--- config.mk ---
export PLATFORM = sky130hd
export DESIGN_NAME = pulse_stretch_moore
export DESIGN_NICKNAME = d
export VERILOG_FILES = /design/src/rtl/edge_pkg.sv /design/src/rtl/hold_counter.sv /design/src/rtl/pulse_stretch_moore.sv
export SDC_FILE = /design/constraint.sdc
export NUM_CORES = 1
export LEC_CHECK = 0
export ABC_AREA = 1
export CELL_PAD_IN_SITES_DETAIL_PLACEMENT = 0
export CELL_PAD_IN_SITES_GLOBAL_PLACEMENT = 1
export CORE_AREA = 2 2 39 41
export CTS_CLUSTER_SIZE = 25
export DETAILED_ROUTE_END_ITERATION = 12
export DIE_AREA = 0 0 41 43
export GPL_TIMING_DRIVEN = 0
export PLACE_DENSITY = 0.68
export SYNTH_ARGS = -nofsm -noshare
export SYNTH_HDL_FRONTEND = slang
export SYNTH_SLANG_ARGS = --single-unit
--- constraint.sdc ---
create_clock -name clk -period 1.2 [get_ports clk]
set_input_delay 0.36 -clock clk [delete_from_list [all_inputs] [get_ports clk]]
set_output_delay 0.36 -clock clk [all_outputs]
set_load 0.02 [all_outputs]
--- src/rtl/edge_pkg.sv ---
// Shared state encodings for the edge_moore / pulse_stretch family.
// Encoding 2'd3 is unused and steers back to idle on the next edge.
package edge_pkg;

    localparam logic [1:0] ST_IDLE = 2'd0;
    localparam logic [1:0] ST_HIGH = 2'd1;
    localparam logic [1:0] ST_GAP  = 2'd2;

    typedef enum logic [1:0] {
        S_IDLE = ST_IDLE,
        S_HIGH = ST_HIGH,
        S_GAP  = ST_GAP
    } state_e;

endpackage

--- src/rtl/hold_counter.sv ---
// Loadable down-counter that saturates at zero; zero flag is decoded from the register.
module hold_counter #(
    parameter int W = 4
) (
    input  logic         clk,
    input  logic         reset,
    input  logic         load,
    input  logic [W-1:0] load_val,
    input  logic         dec,
    output logic         zero
);

    logic [W-1:0] cnt_q;
    logic [W-1:0] cnt_d;

    // Load wins over decrement; decrement stops at zero so the count never wraps.
    always_comb begin
        cnt_d = cnt_q;
        if (load) begin
            cnt_d = load_val;
        end else if (dec && (cnt_q != '0)) begin
            cnt_d = cnt_q - 1'b1;
        end
    end

    // Count register with synchronous active-low clear.
    always_ff @(posedge clk) begin
        if (!reset) begin
            cnt_q <= '0;
        end else begin
            cnt_q <= cnt_d;
        end
    end

    assign zero = (cnt_q == '0);

endmodule

--- src/rtl/pulse_stretch_moore.sv ---
// Tick-to-level stretcher: one ticc strobe gives a level pulse of HOLD cycles,
// followed by a forced low gap of GAP cycles. Ignored ticks raise dropped for a cycle.
// Build option: PULSE_STRETCH_RETRIGGER_EN lets a tick during HIGH restart the hold time.
//
// state   | meaning
// IDLE    | waiting for ticc, level=0, busy=0
// HIGH    | driving level for HOLD cycles, busy=1
// GAP     | forced low time before the next tick is accepted, busy=1
module pulse_stretch_moore
    import edge_pkg::*;
#(
    parameter int HOLD = 4,
    parameter int GAP  = 1
) (
    input  logic clk,
    input  logic reset,
    input  logic ticc,
    output logic level,
    output logic busy,
    output logic dropped
);

    localparam int MAXV = (HOLD > GAP) ? HOLD : GAP;
    localparam int CW   = ($clog2(MAXV + 1) > 1) ? $clog2(MAXV + 1) : 1;
    localparam logic [CW-1:0] HOLD_LD = CW'(HOLD - 1);
    localparam logic [CW-1:0] GAP_LD  = (GAP > 0) ? CW'(GAP - 1) : '0;

`ifdef PULSE_STRETCH_RETRIGGER_EN
    localparam bit RETRIG_EN = 1'b1;
`else
    localparam bit RETRIG_EN = 1'b0;
`endif

    state_e        state_q;
    state_e        state_d;
    logic          dropped_q;
    logic          dropped_d;
    logic          cnt_load;
    logic [CW-1:0] cnt_ld_val;
    logic          cnt_dec;
    logic          cnt_zero;

    hold_counter #(
        .W (CW)
    ) u_hold_counter (
        .clk      (clk),
        .reset    (reset),
        .load     (cnt_load),
        .load_val (cnt_ld_val),
        .dec      (cnt_dec),
        .zero     (cnt_zero)
    );

    // Next-state, counter control and dropped-flag decision.
    always_comb begin
        state_d    = state_q;
        dropped_d  = 1'b0;
        cnt_load   = 1'b0;
        cnt_ld_val = '0;
        cnt_dec    = 1'b0;
        case (state_q)
            S_IDLE: begin
                if (ticc) begin
                    state_d    = S_HIGH;
                    cnt_load   = 1'b1;
                    cnt_ld_val = HOLD_LD;
                end
            end
            S_HIGH: begin
                if (RETRIG_EN && ticc) begin
                    cnt_load   = 1'b1;
                    cnt_ld_val = HOLD_LD;
                end else begin
                    dropped_d = ticc;
                    if (!cnt_zero) begin
                        cnt_dec = 1'b1;
                    end else if (GAP > 0) begin
                        state_d    = S_GAP;
                        cnt_load   = 1'b1;
                        cnt_ld_val = GAP_LD;
                    end else begin
                        state_d = S_IDLE;
                    end
                end
            end
            S_GAP: begin
                dropped_d = ticc;
                if (!cnt_zero) begin
                    cnt_dec = 1'b1;
                end else begin
                    state_d = S_IDLE;
                end
            end
            default: begin
                // Unused encoding: the tick cannot be honoured, return to idle.
                dropped_d = ticc;
                state_d   = S_IDLE;
            end
        endcase
    end

    // State and dropped-flag registers with synchronous active-low reset.
    always_ff @(posedge clk) begin
        if (!reset) begin
            state_q   <= S_IDLE;
            dropped_q <= 1'b0;
        end else begin
            state_q   <= state_d;
            dropped_q <= dropped_d;
        end
    end

    // Moore output decode from the state register only.
    always_comb begin
        level   = (state_q == S_HIGH);
        busy    = (state_q != S_IDLE);
        dropped = dropped_q;
    end

endmodule

==> metrics.txt <==
# TYPE chip_impl_metric gauge
chip_impl_metric{name="fp.dieArea",unit="mm2"} 0.00176
chip_impl_metric{name="routed_wirelength",unit="um"} 824
chip_impl_metric{name="route.detailed.vias_per_inst",unit=""} 4.49
chip_impl_metric{name="yosys.area_share.xor_xnor",unit=""} 0
chip_impl_metric{name="power_frac_comb",unit=""} 0.709
chip_impl_metric{name="final_util",unit=""} 0.476
chip_impl_metric{name="drt_iter0_drc",unit=""} 0
chip_impl_metric{name="met3_usage",unit=""} 0.0157
chip_impl_metric{name="sw_frac_of_total",unit=""} 0.453
chip_impl_info{name="failing_checks",value="negative setup slack"} 1
chip_impl_metric{name="vias",unit=""} 368
chip_impl_metric{name="timing.final.ws_setup",unit="ns"} -0.102
chip_impl_metric{name="seq_area_frac_synth",unit=""} 0.296
chip_impl_metric{name="power_switching",unit="mW"} 0.863
chip_impl_metric{name="gr-usage-all-layers",unit=""} 0.106
chip_impl_info{name="run_status",value="complete, but fails checks"} 1
chip_impl_info{name="tritoncts",value="done"} 1
chip_impl_metric{name="grt_max_degree",unit=""} 6
chip_impl_metric{name="post-route-drc-count",unit=""} 0
chip_impl_metric{name="final.period_utilization",unit=""} 1.08
chip_impl_metric{name="finClkSkew",unit="ns"} 0.00152
chip_impl_metric{name="setup_viol",unit=""} 3
chip_impl_metric{name="synth.mux.area_fraction",unit=""} 0
chip_impl_metric{name="area_delta_synth_final",unit="%"} 62.3
chip_impl_metric{name="finalNetCount",unit=""} 77
chip_impl_metric{name="std_cell_core_area",unit="mm2"} 0.00138
chip_impl_metric{name="power_report.internal_total",unit="mW"} 1.04
chip_impl_info{name="crit_type",value="flip-flop to primary output"} 1
chip_impl_metric{name="arrival",unit="ns"} 0.94
chip_impl_metric{name="pwr_density_cell",unit="mW/mm2"} 2890
chip_impl_metric{name="globalRouteMet2Util",unit=""} 0.163
chip_impl_metric{name="cell_area_placed",unit="um2"} 478
chip_impl_metric{name="dieHeight",unit="um"} 43
chip_impl_metric{name="antenna_found_initial",unit=""} 0
chip_impl_metric{name="finalHoldViolations",unit=""} 0
chip_impl_metric{name="worst_slew_pin_slew",unit="ns"} 0.174
chip_impl_metric{name="asyncSetResetFlopFracSynth",unit=""} 0
chip_impl_metric{name="max_stage_delay",unit="ns"} 0.35
chip_impl_metric{name="rows",unit=""} 14
chip_impl_metric{name="global_route_wire_length_before_repair",unit="mm"} 1.22
chip_impl_metric{name="pwr-share-clk",unit=""} 0.090
chip_impl_metric{name="netlist-cell-type-count",unit=""} 16
chip_impl_info{name="synth_top_family_by_area",value="simple AND/OR/NAND/NOR gates"} 1
chip_impl_metric{name="antenna_left",unit=""} 0
chip_impl_metric{name="num_antenna_cells",unit=""} 0
chip_impl_metric{name="ir_worst_vdd",unit="uV"} 1240
chip_impl_metric{name="ios",unit=""} 6
chip_impl_info{name="critPathLaunchType",value="flip-flop"} 1
chip_impl_info{name="synth.cells.most_frequent",value="sky130_fd_sc_hd__inv_1, sky130_fd_sc_hd__nand2_1, sky130_fd_sc_hd__dfxtp_1, sky130_fd_sc_hd__ha_1"} 1
chip_impl_metric{name="syn_inst",unit=""} 53
chip_impl_metric{name="synth_simple_gate_area_share",unit=""} 0.309
chip_impl_info{name="critical-path-slowest-cell",value="sky130_fd_sc_hd__dfxtp_2"} 1
chip_impl_metric{name="routed_wire_length_per_instance",unit="um"} 10.0
chip_impl_metric{name="power",unit="mW"} 1.90
chip_impl_metric{name="synth_area_per_cell",unit="um2"} 7.65
chip_impl_metric{name="post-synth-top-area-fraction",unit=""} 0.296
chip_impl_metric{name="grt_pass1_vias",unit=""} 359
chip_impl_metric{name="cts.sinks",unit=""} 6
chip_impl_info{name="yosysTopAreaCell",value="sky130_fd_sc_hd__dfxtp_1"} 1
chip_impl_metric{name="drtPass1Iterations",unit=""} 1
chip_impl_info{name="post_synth_main_area_contributors",value="sky130_fd_sc_hd__dfxtp_1, sky130_fd_sc_hd__ha_1, sky130_fd_sc_hd__inv_1, sky130_fd_sc_hd__nand2_1, sky130_fd_sc_hd__nand2_2"} 1
chip_impl_metric{name="die_width",unit="um"} 41
chip_impl_metric{name="timing_max_transition_violations_final",unit=""} 0
chip_impl_metric{name="number_of_h_tree_branching_levels",unit=""} 1
chip_impl_metric{name="crit_required",unit="ns"} 0.84
chip_impl_metric{name="ys.warnings.count",unit=""} 0
chip_impl_info{name="synthMostInstantiatedCell",value="sky130_fd_sc_hd__inv_1"} 1
chip_impl_metric{name="worstSkewPairLatency",unit="ns"} 0.23
chip_impl_metric{name="seq_pwr_share",unit=""} 0.200
chip_impl_metric{name="max_freq",unit="MHz"} 768
chip_impl_metric{name="synth-seq-cells",unit=""} 6
chip_impl_metric{name="buffer_ports.inserted",unit=""} 5
chip_impl_metric{name="synth_compound_gate_area_share",unit=""} 0.117
chip_impl_metric{name="synth.cell_area",unit="um2"} 405
chip_impl_metric{name="gpl.final_weighted_congestion",unit=""} 0.749
chip_impl_info{name="hold_wc_path_type",value="flip-flop to flip-flop"} 1
chip_impl_metric{name="clockBufferDepth",unit=""} 2
chip_impl_info{name="crit_path_end_kind",value="primary output"} 1
chip_impl_metric{name="maxCapViolations",unit=""} 0
chip_impl_metric{name="static-leakage-power",unit="nW"} 0.280
chip_impl_metric{name="initial_utilization",unit=""} 0.293
chip_impl_metric{name="post-dp-hpwl",unit="um"} 572
chip_impl_info{name="ctsRootBufferMaster",value="sky130_fd_sc_hd__clkbuf_4"} 1
chip_impl_info{name="cell_chain_of_the_critical_path",value="inv_4, ha_4, inv_2, buf_6"} 1
chip_impl_metric{name="min_period",unit="ns"} 1.30
chip_impl_metric{name="postSynthNetCount",unit=""} 62
chip_impl_metric{name="slew_limit_headroom",unit=""} 0.884
chip_impl_metric{name="cts_made_buffers",unit=""} 3
chip_impl_metric{name="crit_path_max_fanout",unit=""} 3
chip_impl_metric{name="final_std_cell_area_no_fill",unit="um2"} 658
chip_impl_metric{name="synth-adder-area-share",unit=""} 0.185
chip_impl_info{name="synth_flop_cell",value="sky130_fd_sc_hd__dfxtp_1"} 1
chip_impl_metric{name="fraction_of_final_layout_cells_with_drive_strength_greater_than_1",unit=""} 0.561
chip_impl_metric{name="synth_enable_flop_cells",unit=""} 0
chip_impl_metric{name="global_route.usage.met1",unit=""} 0.113
chip_impl_metric{name="cts.clk_slew.worst_paths",unit="ns"} 0.04
chip_impl_info{name="grt_setup_unrepaired",value="true"} 1
chip_impl_info{name="grt_most_used_layer",value="met2"} 1
chip_impl_metric{name="grt-ovfl-total",unit=""} 0
[metrics by stage]
stage	setup WS (ns)	hold slack, ns	TNS, ns	std cells
after floorplan	0.0121	0.456	0	53
after global placement	-0.529	0.479	-1.56	74
after detailed placement	-0.547	0.484	-1.59	74
after CTS	-0.111	0.512	-0.212	81
after global routing	-0.137	0.529	-0.440	82
final	-0.102	0.508	-0.196	82
[critical path: cells and delay by family, from the launching register on]
family | cells | cell delay [ns]
adder cells (fa/ha/maj) | 1 | 0.15
buffers and inverters | 3 | 0.20
flip-flops | 1 | 0.35
[sequential cells by signal (all words and copies together) (netlist names)]
| register | flops |
|---|---|
| dropped | 1 |
| state_q | 2 |
| u_hold_counter.cnt_q | 3 |
[cell type report]
| cell class | instances | area, um2 |
|---|---|---|
| fillers | 145 | 726 |
| well taps | 16 | 20.0 |
| multi-input cells | 37 | 353 |
| clock buffers | 3 | 22.5 |
| inverters | 10 | 42.5 |
| repair buffers | 10 | 95.1 |
| flip-flops and latches | 6 | 125 |
[power groups by stage]
| stage | clock network, mW | logic, mW | registers, mW |
|---|---|---|---|
| global placement | 0 | 0.891 | 0.342 |
| global route | 0.197 | 1.50 | 0.390 |
| detailed placement | 0 | 0.892 | 0.340 |
| finish | 0.172 | 1.35 | 0.382 |
| CTS | 0.183 | 1.11 | 0.369 |
| floorplan | 0 | 0.687 | 0.335 |
[cell usage in the layout (no fill, tap or decap), drive strengths merged, types with 2 or more instances in the layout]
cell	instances
clkdlybuf4s50	2
a21oi	5
clkbuf	3
ha	6
inv	10
nand2	12
nand3	6
buf	7
o21ai	3
dfxtp	6
nor2	3
[cell families (layout without fill, tap and decap cells)]
kind of cell    count (synthesis)  after routing
simple gates                   23             23
fa+ha+maj                       6              6
buf+inv                        10             23
compound gates                  8              8
flops                           6              6
[routing by layer]
| metal | wire length (um) | share of wire |
|---|---|---|
| met2 | 407 | 0.49 |
| met1 | 382 | 0.46 |
| met3 | 25 | 0.030 |
| met4 | 9 | 0.011 |
| met5 | 0 | 0 |
[what timing repair did]
item | 4_1_cts | 5_1_grt
setup endpoints to repair | 6 | 7
hold buffers | 0 | 0
resized for setup | 28 | 15
setup buffers | 4 | 1
pin swaps | 3 | 5
[worst paths after layout]
check	depth (start not counted)	from	slack [ns]	endpoint
max	4	state_q[1]	-0.10	busy
min	2	u_hold_counter.cnt_q[1]	0.51	u_hold_counter.cnt_q[1]
max reg2reg	7	state_q[0]	-0.01	state_q[0]
min reg2reg	2	u_hold_counter.cnt_q[1]	0.51	u_hold_counter.cnt_q[1]
Power figures use the tool's default switching activity.
